<file path="src/rtl/decode_stage.sv">
// decode_stage: pipelined addi/bne/lw decoder with load-use bubble, flush and issue/bubble counters
module decode_stage #(
  parameter int DATA_WIDTH    = 32,
  parameter int ADDRESS_WIDTH = 5,
  parameter int ALU_WIDTH     = 3,
  parameter int IMM_WIDTH     = 3
) (
  input  logic                     clk,
  input  logic                     rst,
  input  logic                     flush_i,
  input  logic                     in_valid_i,
  output logic                     in_ready_o,
  input  logic [DATA_WIDTH-1:0]    instr_i,
  input  logic [DATA_WIDTH-1:0]    pc_i,
  output logic                     out_valid_o,
  input  logic                     out_ready_i,
  output logic [DATA_WIDTH-1:0]    pc_o,
  output logic [ADDRESS_WIDTH-1:0] rs1_o,
  output logic [ADDRESS_WIDTH-1:0] rs2_o,
  output logic [ADDRESS_WIDTH-1:0] rd_o,
  output logic [DATA_WIDTH-1:0]    imm_o,
  output logic [IMM_WIDTH-1:0]     imm_src_o,
  output logic [ALU_WIDTH-1:0]     alu_ctrl_o,
  output logic                     alu_src_o,
  output logic                     reg_write_o,
  output logic                     mem_read_o,
  output logic                     result_src_o,
  output logic                     branch_o,
  output logic                     illegal_o,
  output logic [31:0]              issue_count_o,
  output logic [31:0]              bubble_count_o
);
  localparam logic [6:0] OP_ADDI = 7'b0010011;
  localparam logic [6:0] OP_LW   = 7'b0000011;
  localparam logic [6:0] OP_BNE  = 7'b1100011;
  localparam logic [ALU_WIDTH-1:0] SUM_OP = ALU_WIDTH'(0);
  localparam logic [ALU_WIDTH-1:0] SUB_OP = ALU_WIDTH'(1);
  localparam logic [IMM_WIDTH-1:0] IMM_I  = IMM_WIDTH'(0);
  localparam logic [IMM_WIDTH-1:0] IMM_B  = IMM_WIDTH'(3);

  logic                     is_addi, is_lw, is_bne, legal;
  logic [ADDRESS_WIDTH-1:0] rs1_d, rs2_d, rd_d;
  logic [DATA_WIDTH-1:0]    i_imm, b_imm, imm_d;
  logic                     hazard, in_xfer, out_xfer;
  logic                     unused;

  logic                     out_valid_q;
  logic [DATA_WIDTH-1:0]    pc_q, imm_q;
  logic [ADDRESS_WIDTH-1:0] rs1_q, rs2_q, rd_q;
  logic [IMM_WIDTH-1:0]     imm_src_q;
  logic [ALU_WIDTH-1:0]     alu_ctrl_q;
  logic                     alu_src_q, reg_write_q, mem_read_q, result_src_q, branch_q, illegal_q;
  logic [31:0]              issue_count_q, bubble_count_q;

  // funct3 is not needed to tell the three supported opcodes apart
  assign unused = ^instr_i[14:12];

  // Field extraction and opcode decode of the incoming word
  always_comb begin
    is_addi  = instr_i[6:0] == OP_ADDI;
    is_lw    = instr_i[6:0] == OP_LW;
    is_bne   = instr_i[6:0] == OP_BNE;
    legal    = is_addi | is_lw | is_bne;
    rs1_d    = instr_i[15 +: ADDRESS_WIDTH];
    rs2_d    = instr_i[20 +: ADDRESS_WIDTH];
    rd_d     = instr_i[7 +: ADDRESS_WIDTH];
    i_imm    = {{(DATA_WIDTH-12){instr_i[31]}}, instr_i[31:20]};
    b_imm    = {{(DATA_WIDTH-13){instr_i[31]}}, instr_i[31], instr_i[7], instr_i[30:25], instr_i[11:8], 1'b0};
    imm_d    = is_bne ? b_imm : legal ? i_imm : '0;
    hazard   = in_valid_i & out_valid_q & mem_read_q & (rd_q != '0) &
               ((legal & (rs1_d == rd_q)) | (is_bne & (rs2_d == rd_q)));
    in_ready_o = ~flush_i & ~hazard & (~out_valid_q | out_ready_i);
    in_xfer  = in_valid_i & in_ready_o;
    out_xfer = out_valid_q & out_ready_i;
  end

  // Decode/execute register plus issue and bubble counters
  always_ff @(posedge clk) begin
    if (rst) begin
      out_valid_q    <= 1'b0;
      pc_q           <= '0;
      imm_q          <= '0;
      rs1_q          <= '0;
      rs2_q          <= '0;
      rd_q           <= '0;
      imm_src_q      <= '0;
      alu_ctrl_q     <= '0;
      alu_src_q      <= 1'b0;
      reg_write_q    <= 1'b0;
      mem_read_q     <= 1'b0;
      result_src_q   <= 1'b0;
      branch_q       <= 1'b0;
      illegal_q      <= 1'b0;
      issue_count_q  <= '0;
      bubble_count_q <= '0;
    end else begin
      if (in_xfer) begin
        out_valid_q  <= 1'b1;
        pc_q         <= pc_i;
        imm_q        <= imm_d;
        rs1_q        <= rs1_d;
        rs2_q        <= rs2_d;
        rd_q         <= rd_d;
        imm_src_q    <= is_bne ? IMM_B : IMM_I;
        alu_ctrl_q   <= is_bne ? SUB_OP : SUM_OP;
        alu_src_q    <= is_addi | is_lw;
        reg_write_q  <= is_addi | is_lw;
        mem_read_q   <= is_lw;
        result_src_q <= is_lw;
        branch_q     <= is_bne;
        illegal_q    <= ~legal;
      end else if (flush_i | out_xfer) begin
        out_valid_q  <= 1'b0;
      end
      if (~flush_i & out_xfer & ~illegal_q) issue_count_q <= issue_count_q + 32'd1;
      if (~flush_i & hazard & out_ready_i) bubble_count_q <= bubble_count_q + 32'd1;
    end
  end

  assign out_valid_o    = out_valid_q;
  assign pc_o           = pc_q;
  assign rs1_o          = rs1_q;
  assign rs2_o          = rs2_q;
  assign rd_o           = rd_q;
  assign imm_o          = imm_q;
  assign imm_src_o      = imm_src_q;
  assign alu_ctrl_o     = alu_ctrl_q;
  assign alu_src_o      = alu_src_q;
  assign reg_write_o    = reg_write_q;
  assign mem_read_o     = mem_read_q;
  assign result_src_o   = result_src_q;
  assign branch_o       = branch_q;
  assign illegal_o      = illegal_q;
  assign issue_count_o  = issue_count_q;
  assign bubble_count_o = bubble_count_q;
endmodule

</file>
<file path="config.mk">
export PLATFORM = sky130hd
export DESIGN_NAME = decode_stage
export DESIGN_NICKNAME = d
export VERILOG_FILES = /design/src/rtl/decode_stage.sv
export SDC_FILE = /design/constraint.sdc
export NUM_CORES = 1
export LEC_CHECK = 0
export ABC_CLOCK_PERIOD_IN_PS = 2000
export CAP_MARGIN = 20
export CORE_MARGIN = 5
export CORE_UTILIZATION = 35
export DETAILED_ROUTE_END_ITERATION = 10
export PLACE_DENSITY_LB_ADDON = 0.2
export SLEW_MARGIN = 20
export SYNTH_ARGS = -nofsm -noshare
export SYNTH_HDL_FRONTEND = slang
export SYNTH_SLANG_ARGS = --single-unit
</file>
<file path="constraint.sdc">
create_clock -name clk -period 2 [get_ports clk]
set_clock_uncertainty 0.2 [all_clocks]
set_input_delay 0.2 -clock clk [delete_from_list [all_inputs] [get_ports clk]]
set_output_delay 0.2 -clock clk [all_outputs]
set_load 0.01 [all_outputs]
</file>
### After elaboration in Yosys (flattened, before gate mapping)

Index checks and enable logic that the tools add are counted.
Widths: inputs -> output; s select.

| operators by class | value |
|---|---|
| $add $sub $neg | 2 |
| bitwise gates (word level) | 24 |
| multiplexer cells | 6 |
| eq/ne operators | 5 |
| reduce and logical (&&, ||, !) cells | 2 |

Operators with widths:

| kind | count |
|---|---|
| $add 32x1->32 const B | 2 |
| $mux 32 | 2 |
| $and 1x1->1 | 14 |
| $eq 5x5->1 | 2 |
| $eq 7x2->1 const B | 1 |
| $eq 7x5->1 const B | 1 |
| $eq 7x7->1 const B | 1 |
| $not 1->1 | 5 |
| $or 1x1->1 | 5 |
| $reduce_bool 5->1 | 1 |
| $mux 1 | 3 |
| $mux 2 | 1 |
| $reduce_bool 2->1 | 1 |

| word-level totals | value |
|---|---|
| flip-flop bits (word level) | 154 |
| input port bits | 69 |

### Logic depth before layout (Yosys ltp)

Gate-level depths: netlist of run 1.

| logic depth | value |
|---|---|
| word-level depth | 11 |
| mapped depth | 9 |
| depth with buffers taken out | 5 |

### Worst setup path after synthesis of run 1

No wires, ideal clock.

| timing path | value |
|---|---|
| path type | register to register |
| start point | reg rd_q[4] (netlist: rd_o[4]) |
| end point | reg bubble_count_q[0] (netlist: bubble_count_o[0]) |
| arrival time | 1,809 ps |
| data required time | 1,679 ps |
| slack | -130 ps |
| stages on the path, launching flop included | 8 |
| clock period less this slack | 2,130 ps |
| cells stage by stage | dfxtp_1 > xnor2_1 > nand4_1 > o22a_1 > buf_6 > buf_2 > nor3b_1 > mux2_2 |

| between the ends | value |
|---|---|
| word-level cells in the longest chain between the ends | 6 |
| elaborated cells between the ends (all ways) | 10 |

Ends and longest elaborated chain:

| item | RTL line | RTL |
|---|---|---|
| start: declaration | 49 | `logic [ADDRESS_WIDTH-1:0] rs1_q, rs2_q, rd_q;` |
| start signal: assignment | 103 | `rd_q <= rd_d;` |
| $eq 5x5->1 | 71 | `((legal & (rs1_d == rd_q)) \| (is_bne & (rs2_d == rd_q)));` |
| $and 1x1->1 | 71 |  |
| $or 1x1->1 | 71 |  |
| $and 1x1->1 (*) | 70 | `hazard = in_valid_i & out_valid_q & mem_read_q & (rd_q != '0) &` |
| $and 1x1->1 (*) (2 in series) | 116 | `if (~flush_i & hazard & out_ready_i) bubble_count_q <= bubble_count_q + 32'd1;` |
| end signal: assignment | 116 |  |
| end: declaration | 53 | `logic [31:0] issue_count_q, bubble_count_q;` |

Mark *: on every way between the ends. The rest lies on a longest branch, timed or not.
A chain may end at the register's enable or synchronous reset.

### Final worst setup path of run 1

| timing path | value |
|---|---|
| start point | reg rd_q[2] (netlist: rd_o[2]) |
| end point | out in_ready_o |

| between the ends | value |
|---|---|
| word-level cells in the longest chain between the ends | 7 |
| elaborated cells between the ends (all ways) | 11 |

Ends and longest elaborated chain:

| item | RTL line | RTL |
|---|---|---|
| $eq 5x5->1 | 71 |  |
| $and 1x1->1 | 71 |  |
| $or 1x1->1 | 71 |  |
| $and 1x1->1 (*) | 70 |  |
| $not 1->1 (*) | 72 | `in_ready_o = ~flush_i & ~hazard & (~out_valid_q \| out_ready_i);` |
| $and 1x1->1 (*) (2 in series) | 72 |  |
| end: declaration | 12 | `output logic in_ready_o,` |

Marked as above.

==> results of run 1 <==
==> synth_stat cells, types with 3 or more instances <==
cell,instances
clkbuf_1,28
and3_1,7
a21oi_1,14
xnor2_1,27
mux2_2,35
a22oi_1,4
buf_4,28
buf_2,8
nand2b_1,114
inv_1,13
nand2_1,28
dfxtp_1,129
mux2i_1,61
a31o_2,3
nor4b_1,4
nand3_1,21
nor2_1,66
and2_1,8
a21o_1,3
buf_6,3
xor2_1,4
o21ai_0,5
nor4_1,15
or3_1,3
nor2b_1,36
and4_1,9
nand4_1,18
nor3_1,25
==> sequential cells by signal, indices dropped and copies added (netlist names) <==
signal and count:
illegal_o 1, rs2_o 5, rs1_o 5, reg_write_o 1, imm_o 13, out_valid_o 1, issue_count_o 32, bubble_count_o 32
imm_src_o 1, rd_o 5, result_src_o 1, pc_o 32
==> through the flow <==
| stage | utilization | cells | setup slack, ns | setup TNS [ns] | total power, mW |
|---|---|---|---|---|---|
| 3_3_place_gp | 0.5148 | 1222 | -0.5286 | -54.30 | 3.342 |
| 5_1_grt | 0.5789 | 1263 | -0.1918 | -11.97 | 6.916 |
| 3_5_place_dp | 0.5148 | 1222 | -0.5893 | -57.65 | 3.345 |
| 6_report | 0.5789 | 1263 | -0.1014 | -3.490 | 6.650 |
| 2_1_floorplan | - | 743 | -0.05404 | -0.4507 | 2.989 |
| 4_1_cts | 0.5666 | 1257 | -0.1383 | -2.137 | 6.712 |
==> worst max-delay path, stage by stage, from the launching register on <==
cell and delay [ns]:
dfxtp_4 0.40, xnor2_1 0.13, nand3_1 0.11, o22a_4 0.29, o21a_1 0.22, buf_2 0.15
==> layer usage <==
metal / share of wire / wire, µm / track usage
met1: 0.43 / 8486 / 0.2113
met3: 0.076 / 1488 / 0.06591
met5: 0 / 0 / 0
met2: 0.48 / 9429 / 0.2909
met4: 0.011 / 208 / 0.04846
==> cell usage in the layout (no fill, tap or decap), types with 8 or more instances in the layout <==
cell type        netlist  final
nor2b_1               36     36
clkbuf_16              0     22
xnor2_1               27     23
mux2_2                35     18
mux2i_1               61     61
clkdlybuf4s50_1        0    216
mux2_4                 0     17
nand4_1               18     18
buf_4                 28     87
nand3_1               21     21
inv_1                 13     13
a21oi_1               14     12
nand2_1               28     27
nor2_1                66     65
nor3_4                 0      9
nor3_1                25     13
and2_1                 8      8
dfxtp_1              129    116
nand2b_1             114    114
==> cell families after synthesis <==
logic type,count (synthesis),synth area share
compound gates,36,0.03586
other cells,1,0.0005657
flops,129,0.3896
buf+inv,82,0.06738
fa+ha+maj,2,0.003774
xor+xnor,31,0.04096
mux,96,0.1516
simple gates,364,0.3103
==> power by group through the flow <==
stage	clock network (mW)	registers, mW	logic [mW]
detailed placement	0	2.71	0.635
finish	3.32	2.66	0.672
floorplan	0	2.73	0.257
global route	3.53	2.66	0.725
CTS	3.40	2.66	0.654
global placement	0	2.71	0.631
==> timing repair <==
item	in CTS	in global routing
setup buffers	2	3
setup endpoints to repair	98	106
cloned	2	4
gates resized for setup	62	25
pin swaps	7	14
hold endpoints to repair	1	0
hold buffers	1	0
==> layout make-up <==
class	count	area (µm²)
timing repair buffer	324	3181
sequential	129	2616
clock inverter	11	148.9
clock buffer	20	479.2
inverter	13	48.80
tap	234	292.8
multi-input combinational	532	4061
fill	1711	7878
==> final timing paths <==
kind / start / end / slack [ns] / depth (start not counted)
min: out_ready_i / out_valid_o / -0.008 / 4
max: rd_o[2] / in_ready_o / -0.10 / 5
min reg2reg: pc_o[15] / pc_o[15] / 0.27 / 2
max reg2reg: bubble_count_o[5] / bubble_count_o[26] / -0.09 / 6
==> summary.txt, run 1 <==
Sink Count = 129
Die Height = 147.6 µm
Share of cells above drive strength 1 = 0.2293
GRT Overall Usage = 0.1745
Via density = 4.756
Internal Dissipation = 5.135 mW
Synthesized area per cell = 8.946 µm²
First-pass GRT wire length = 30970 µm
Grt total ovfl = 0
Mapped Cells = 741
Ys flop type = dfxtp_1
CTS Buffer Depth = 2
WL final = 19610 µm
EDFF count, synth = 0
DP HPWL = 13720 µm
Required arrival time at the worst endpoint = 1.60 ns
Num rows = 50
Die width = 147.6 µm
HP Class = primary input to register
Clk slew on worst S/H paths = 0.06 ns
Post-synth top area share = 0.3896
CTS tree = yes
Sequential area share after synthesis = 0.3896
F_max = 475.9 MHz
Full die area = 21790 µm²
TritonCTS buffer count = 17
Max Cap Viol = 0
Gate power share = 0.101
Smallest setup slack after layout = -0.1014 ns
CP max FO = 5
Layout net count = 1088
Critical path type = register to output pin
Largest net degree at the start of global routing = 74
Area delta synth->final = 63.34%
PD cells = 614.2 nW/µm²
Critical Path Start Type = register
Routed via count = 6007
RSZ-0062 raised after global routing = yes
Clock power share = 0.499
Worst-Margin Slew = 0.5923 ns
Final instance area = 10830 µm²
Hold Fails Final Rpt = 1
PortBufs = 219
Power share of the sequential group = 0.400
Ys async rst share = 0
Antenna Cells = 0
Final Setup Violations = 83
Root buf cell = clkbuf_16
Critical Path AT = 1.70 ns
Headroom to the max-slew limit = 0.6009
Yosys warns = 0
Post-route ant nets = 0
Hold Slack = -0.007679 ns
Status = finished with violations
Tmin final = 2.101 ns
Vias in the first global route = 5993
Yosys top cell by area = dfxtp_1
Core area = 18710 µm²
Worst-skew pair later-pin latency = 0.41 ns
Post-synth cell types = 48
Routed WL per cell = 15.53 µm
Failing checks = hold timing, setup timing
FF+latch count, synth = 129
DP Area = 9630 µm²
Initial Util = 0.3544
Slew Viols, Final = 0
Pre-antenna DRT Iters = 4
GPL Wtd Cong = 0.7769
Critical Path End Type = output pin
Drt drc = 0
Max IR drop VDD = 0.5381 mV
Period utilisation layout = 1.051
Synthesized cell area = 6629 µm²
Leading post-synthesis cells by cell area = dfxtp_1, nand2b_1, mux2i_1, mux2_2, nor2_1
Sw frac = 0.2279
H-tree Lvls = 4
Switch Pwr = 1.516 mW
Leak pwr = 4.287 nW
Initial antenna violation count = 0
1st-iter DRT viols = 154
Top Ports = 226
Power figures use the tool's default switching activity.
==> inputs of run 2 (changes only) <==
Settings changed: CAP_MARGIN 20 to 0, SETUP_SLACK_MARGIN from default to 0.1.
==> summary.txt, run 2 (same netlist as run 1, synthesis figures left out) <==
Status = finished with violations (unchanged)
Failing checks = setup timing (was hold timing, setup timing)
Vias in the first global route = 5812 (was 5993)
Die width = 147.6 µm (unchanged)
Worst slack at placement = -0.6336 ns (was -0.5893 ns)
Num rows = 50 (unchanged)
R2R cell count = 8 (was 6)
Core area = 18710 µm² (unchanged)
Most frequent cells in the layout = clkdlybuf4s50_1, nand2b_1, dfxtp_1, buf_4, nor2_1 (was clkdlybuf4s50_1, dfxtp_1, nand2b_1, buf_4, nor2_1)
Initial antenna violation count = 0 (unchanged)
Stages on worst setup path = 9 (was 5)
Gate power share = 0.101 (about the same)
Die Height = 147.6 µm (unchanged)
Sw frac = 0.2196 (was 0.2279)
Worst R2R End = pc_o[26] (was bubble_count_o[26])
Routed via count = 6076 (was 6007)
Crit-path slowest cell = clkdlybuf4s50_1 (was dfxtp_4)
Period utilisation layout = 1.072 (was 1.051)
GRT Overall Usage = 0.1743 (was 0.1745)
Full die area = 21790 µm² (unchanged)
Layout net count = 1091 (was 1088)
PortBufs = 219 (unchanged)
Worst-skew pair later-pin latency = 0.42 ns (was 0.41 ns)
Critical Path Start Type = primary input (was register)
Post-route ant nets = 0 (unchanged)
Leak pwr = 4.760 nW (was 4.287 nW)
Drt drc = 0 (unchanged)
CTS tree = yes (unchanged)
DP HPWL = 13670 µm (was 13720 µm)
WL final = 19920 µm (was 19610 µm)
Internal Dissipation = 5.381 mW (was 5.135 mW)
Critical Path AT = 2.24 ns (was 1.70 ns)
Antenna Cells = 0 (unchanged)
Initial Util = 0.3544 (unchanged)
CP max FO = 11 (was 5)
Slew Viols, Final = 0 (unchanged)
RR Startpoint = rd_o[1] (was bubble_count_o[5])
Clock power share = 0.514 (was 0.499)
R2R setup slack = -0.14 ns (was -0.09 ns)
Fillcell total = 1629 (was 1711)
Root buf cell = clkbuf_16 (unchanged)
Clk slew on worst S/H paths = 0.06 ns (about the same)
Grt total ovfl = 0 (unchanged)
Worst path cell trace = clkdlybuf4s50_1, and4bb_2, nand4_1, o22a_4, buf_4, o211a_4, buf_12, clkbuf_16, mux2i_1 (was xnor2_1, nand3_1, o22a_4, o21a_1, buf_2)
Hold depth = 5 (was 4)
Hold Fails Final Rpt = 0 (was 1)
Largest net degree at the start of global routing = 70 (was 74)
Final Setup Violations = 92 (was 83)
Top delay family on crit path = buffers and inverters (was compound AO/OA/AOI/OAI gates)
First-pass GRT wire length = 30840 µm (was 30970 µm)
Power share of the sequential group = 0.385 (was 0.400)
Required arrival time at the worst endpoint = 2.10 ns (was 1.60 ns)
Sink Count = 129 (unchanged)
PD cells = 617.3 nW/µm² (was 614.2 nW/µm²)
Share of cells above drive strength 1 = 0.2556 (was 0.2293)
Smallest setup slack after layout = -0.1432 ns (was -0.1014 ns)
Worst-Margin Slew = 0.5461 ns (was 0.5923 ns)
HP Class = primary input to register (unchanged)
F_max = 466.6 MHz (was 475.9 MHz)
Top Ports = 226 (unchanged)
Worst Hold Path EP = out_valid_o (unchanged)
Bufs and invs on worst path = 4 (was 1)
Via density = 4.796 (was 4.756)
Critical Path End Type = register (was output pin)
Worst path max stage delay = 0.41 ns (was 0.40 ns)
Headroom to the max-slew limit = 0.6321 (was 0.6009)
Max Cap Viol = 0 (unchanged)
Routed WL per cell = 15.72 µm (was 15.53 µm)
Area delta synth->final = 68.52% (was 63.34%)
RSZ-0062 raised after global routing = yes (unchanged)
Setup tns final = -8.416 ns (was -3.490 ns)
Tmin final = 2.143 ns (was 2.101 ns)
Switch Pwr = 1.514 mW (was 1.516 mW)
Pre-antenna DRT Iters = 4 (unchanged)
TritonCTS buffer count = 17 (unchanged)
Fin util = 0.5972 (was 0.5789)
Most common cell after layout, fill and taps aside = clkdlybuf4s50_1 (unchanged)
Critical path type = primary input to register (was register to output pin)
H-tree Lvls = 4 (unchanged)
1st-iter DRT viols = 182 (was 154)
CTS Buffer Depth = 2 (unchanged)
Max IR drop VDD = 0.5547 mV (was 0.5381 mV)
GPL Wtd Cong = 0.7560 (was 0.7769)
Hold Crit Start = out_ready_i (unchanged)
-- run 2: routing by layer --
metal	vias up	wire length [µm]	GRT usage
met2	144	9730	0.2957
li1	3053	-	-
met5	-	0	0
met4	0	262	0.05172
met3	19	1040	0.04506
met1	2860	8885	0.2184
-- run 2: worst max path at each step --
stage	from	to	slack, ns
after global routing	rd_o[1]	bubble_count_o[13]	-0.20
after CTS	rd_o[1]	in_ready_o	-0.13
after detailed placement	instr_i[2]	imm_o[10]	-0.63
after floorplan	bubble_count_o[6]	bubble_count_o[24]	-0.05
final	instr_i[2]	pc_o[26]	-0.14
after global placement	instr_i[0]	imm_o[6]	-0.59
-- run 2: stage by stage --
| stage | instances | cell area, µm² | total power, mW | hold WS [ns] |
|---|---|---|---|---|
| floorplan | 743 | 6860 | 2.993 | 0.1388 |
| global placement | 1216 | 9643 | 3.344 | 0.2592 |
| detailed placement | 1216 | 9643 | 3.349 | 0.2608 |
| CTS | 1258 | 10740 | 6.956 | 0.1179 |
| global route | 1267 | 11170 | 7.150 | 0.1414 |
| finish | 1267 | 11170 | 6.895 | 0.1178 |
-- run 2: final cells by class --
| class | instances | area (µm²) | area share |
|---|---|---|---|
| Multi-Input combinational cell | 532 | 4235 | 0.3791 |
| Clock buffer | 19 | 432.9 | 0.03875 |
| Timing Repair Buffer | 327 | 3302 | 0.2956 |
| Clock inverter | 13 | 234.0 | 0.02095 |
| Tap cell | 234 | 292.8 | 0.02621 |
| Inverter | 13 | 48.80 | 0.004368 |
| Sequential cell | 129 | 2625 | 0.2350 |
-- run 2: power groups by stage --
| stage | sequential (mW) | combinational (mW) | clock [mW] |
|---|---|---|---|
| 6_report | 2.66 | 0.697 | 3.54 |
| 5_1_grt | 2.66 | 0.746 | 3.74 |
| 4_1_cts | 2.65 | 0.663 | 3.64 |
| 3_5_place_dp | 2.71 | 0.640 | 0 |
| 3_3_place_gp | 2.71 | 0.637 | 0 |
| 2_1_floorplan | 2.73 | 0.262 | 0 |
-- run 2: what timing repair did --
action	CTS	global route
resized for setup	88	61
endpoints found under the setup margin	121	125
buffers inserted	7	5
hold buffers	1	0
gates cloned	2	4
endpoints found under the hold margin	7	0
pin swaps	14	5
-- run 2: worst reg2reg max path, delay by kind of cell (launching register included) --
kind | cells | cell delay (ns)
AO/OA/AOI/OAI | 2 | 0.56
buffers and inverters | 3 | 0.48
flip-flops | 1 | 0.38
XOR/XNOR | 1 | 0.18
multiplexers | 1 | 0.13
AND/OR/NAND/NOR | 1 | 0.10
==> inputs of run 3 (changes only) <==
Settings changed: SLEW_MARGIN 20 to 30.
==> results of run 3 <==
Final layout, timing and power as in run 2 (identical DEF).
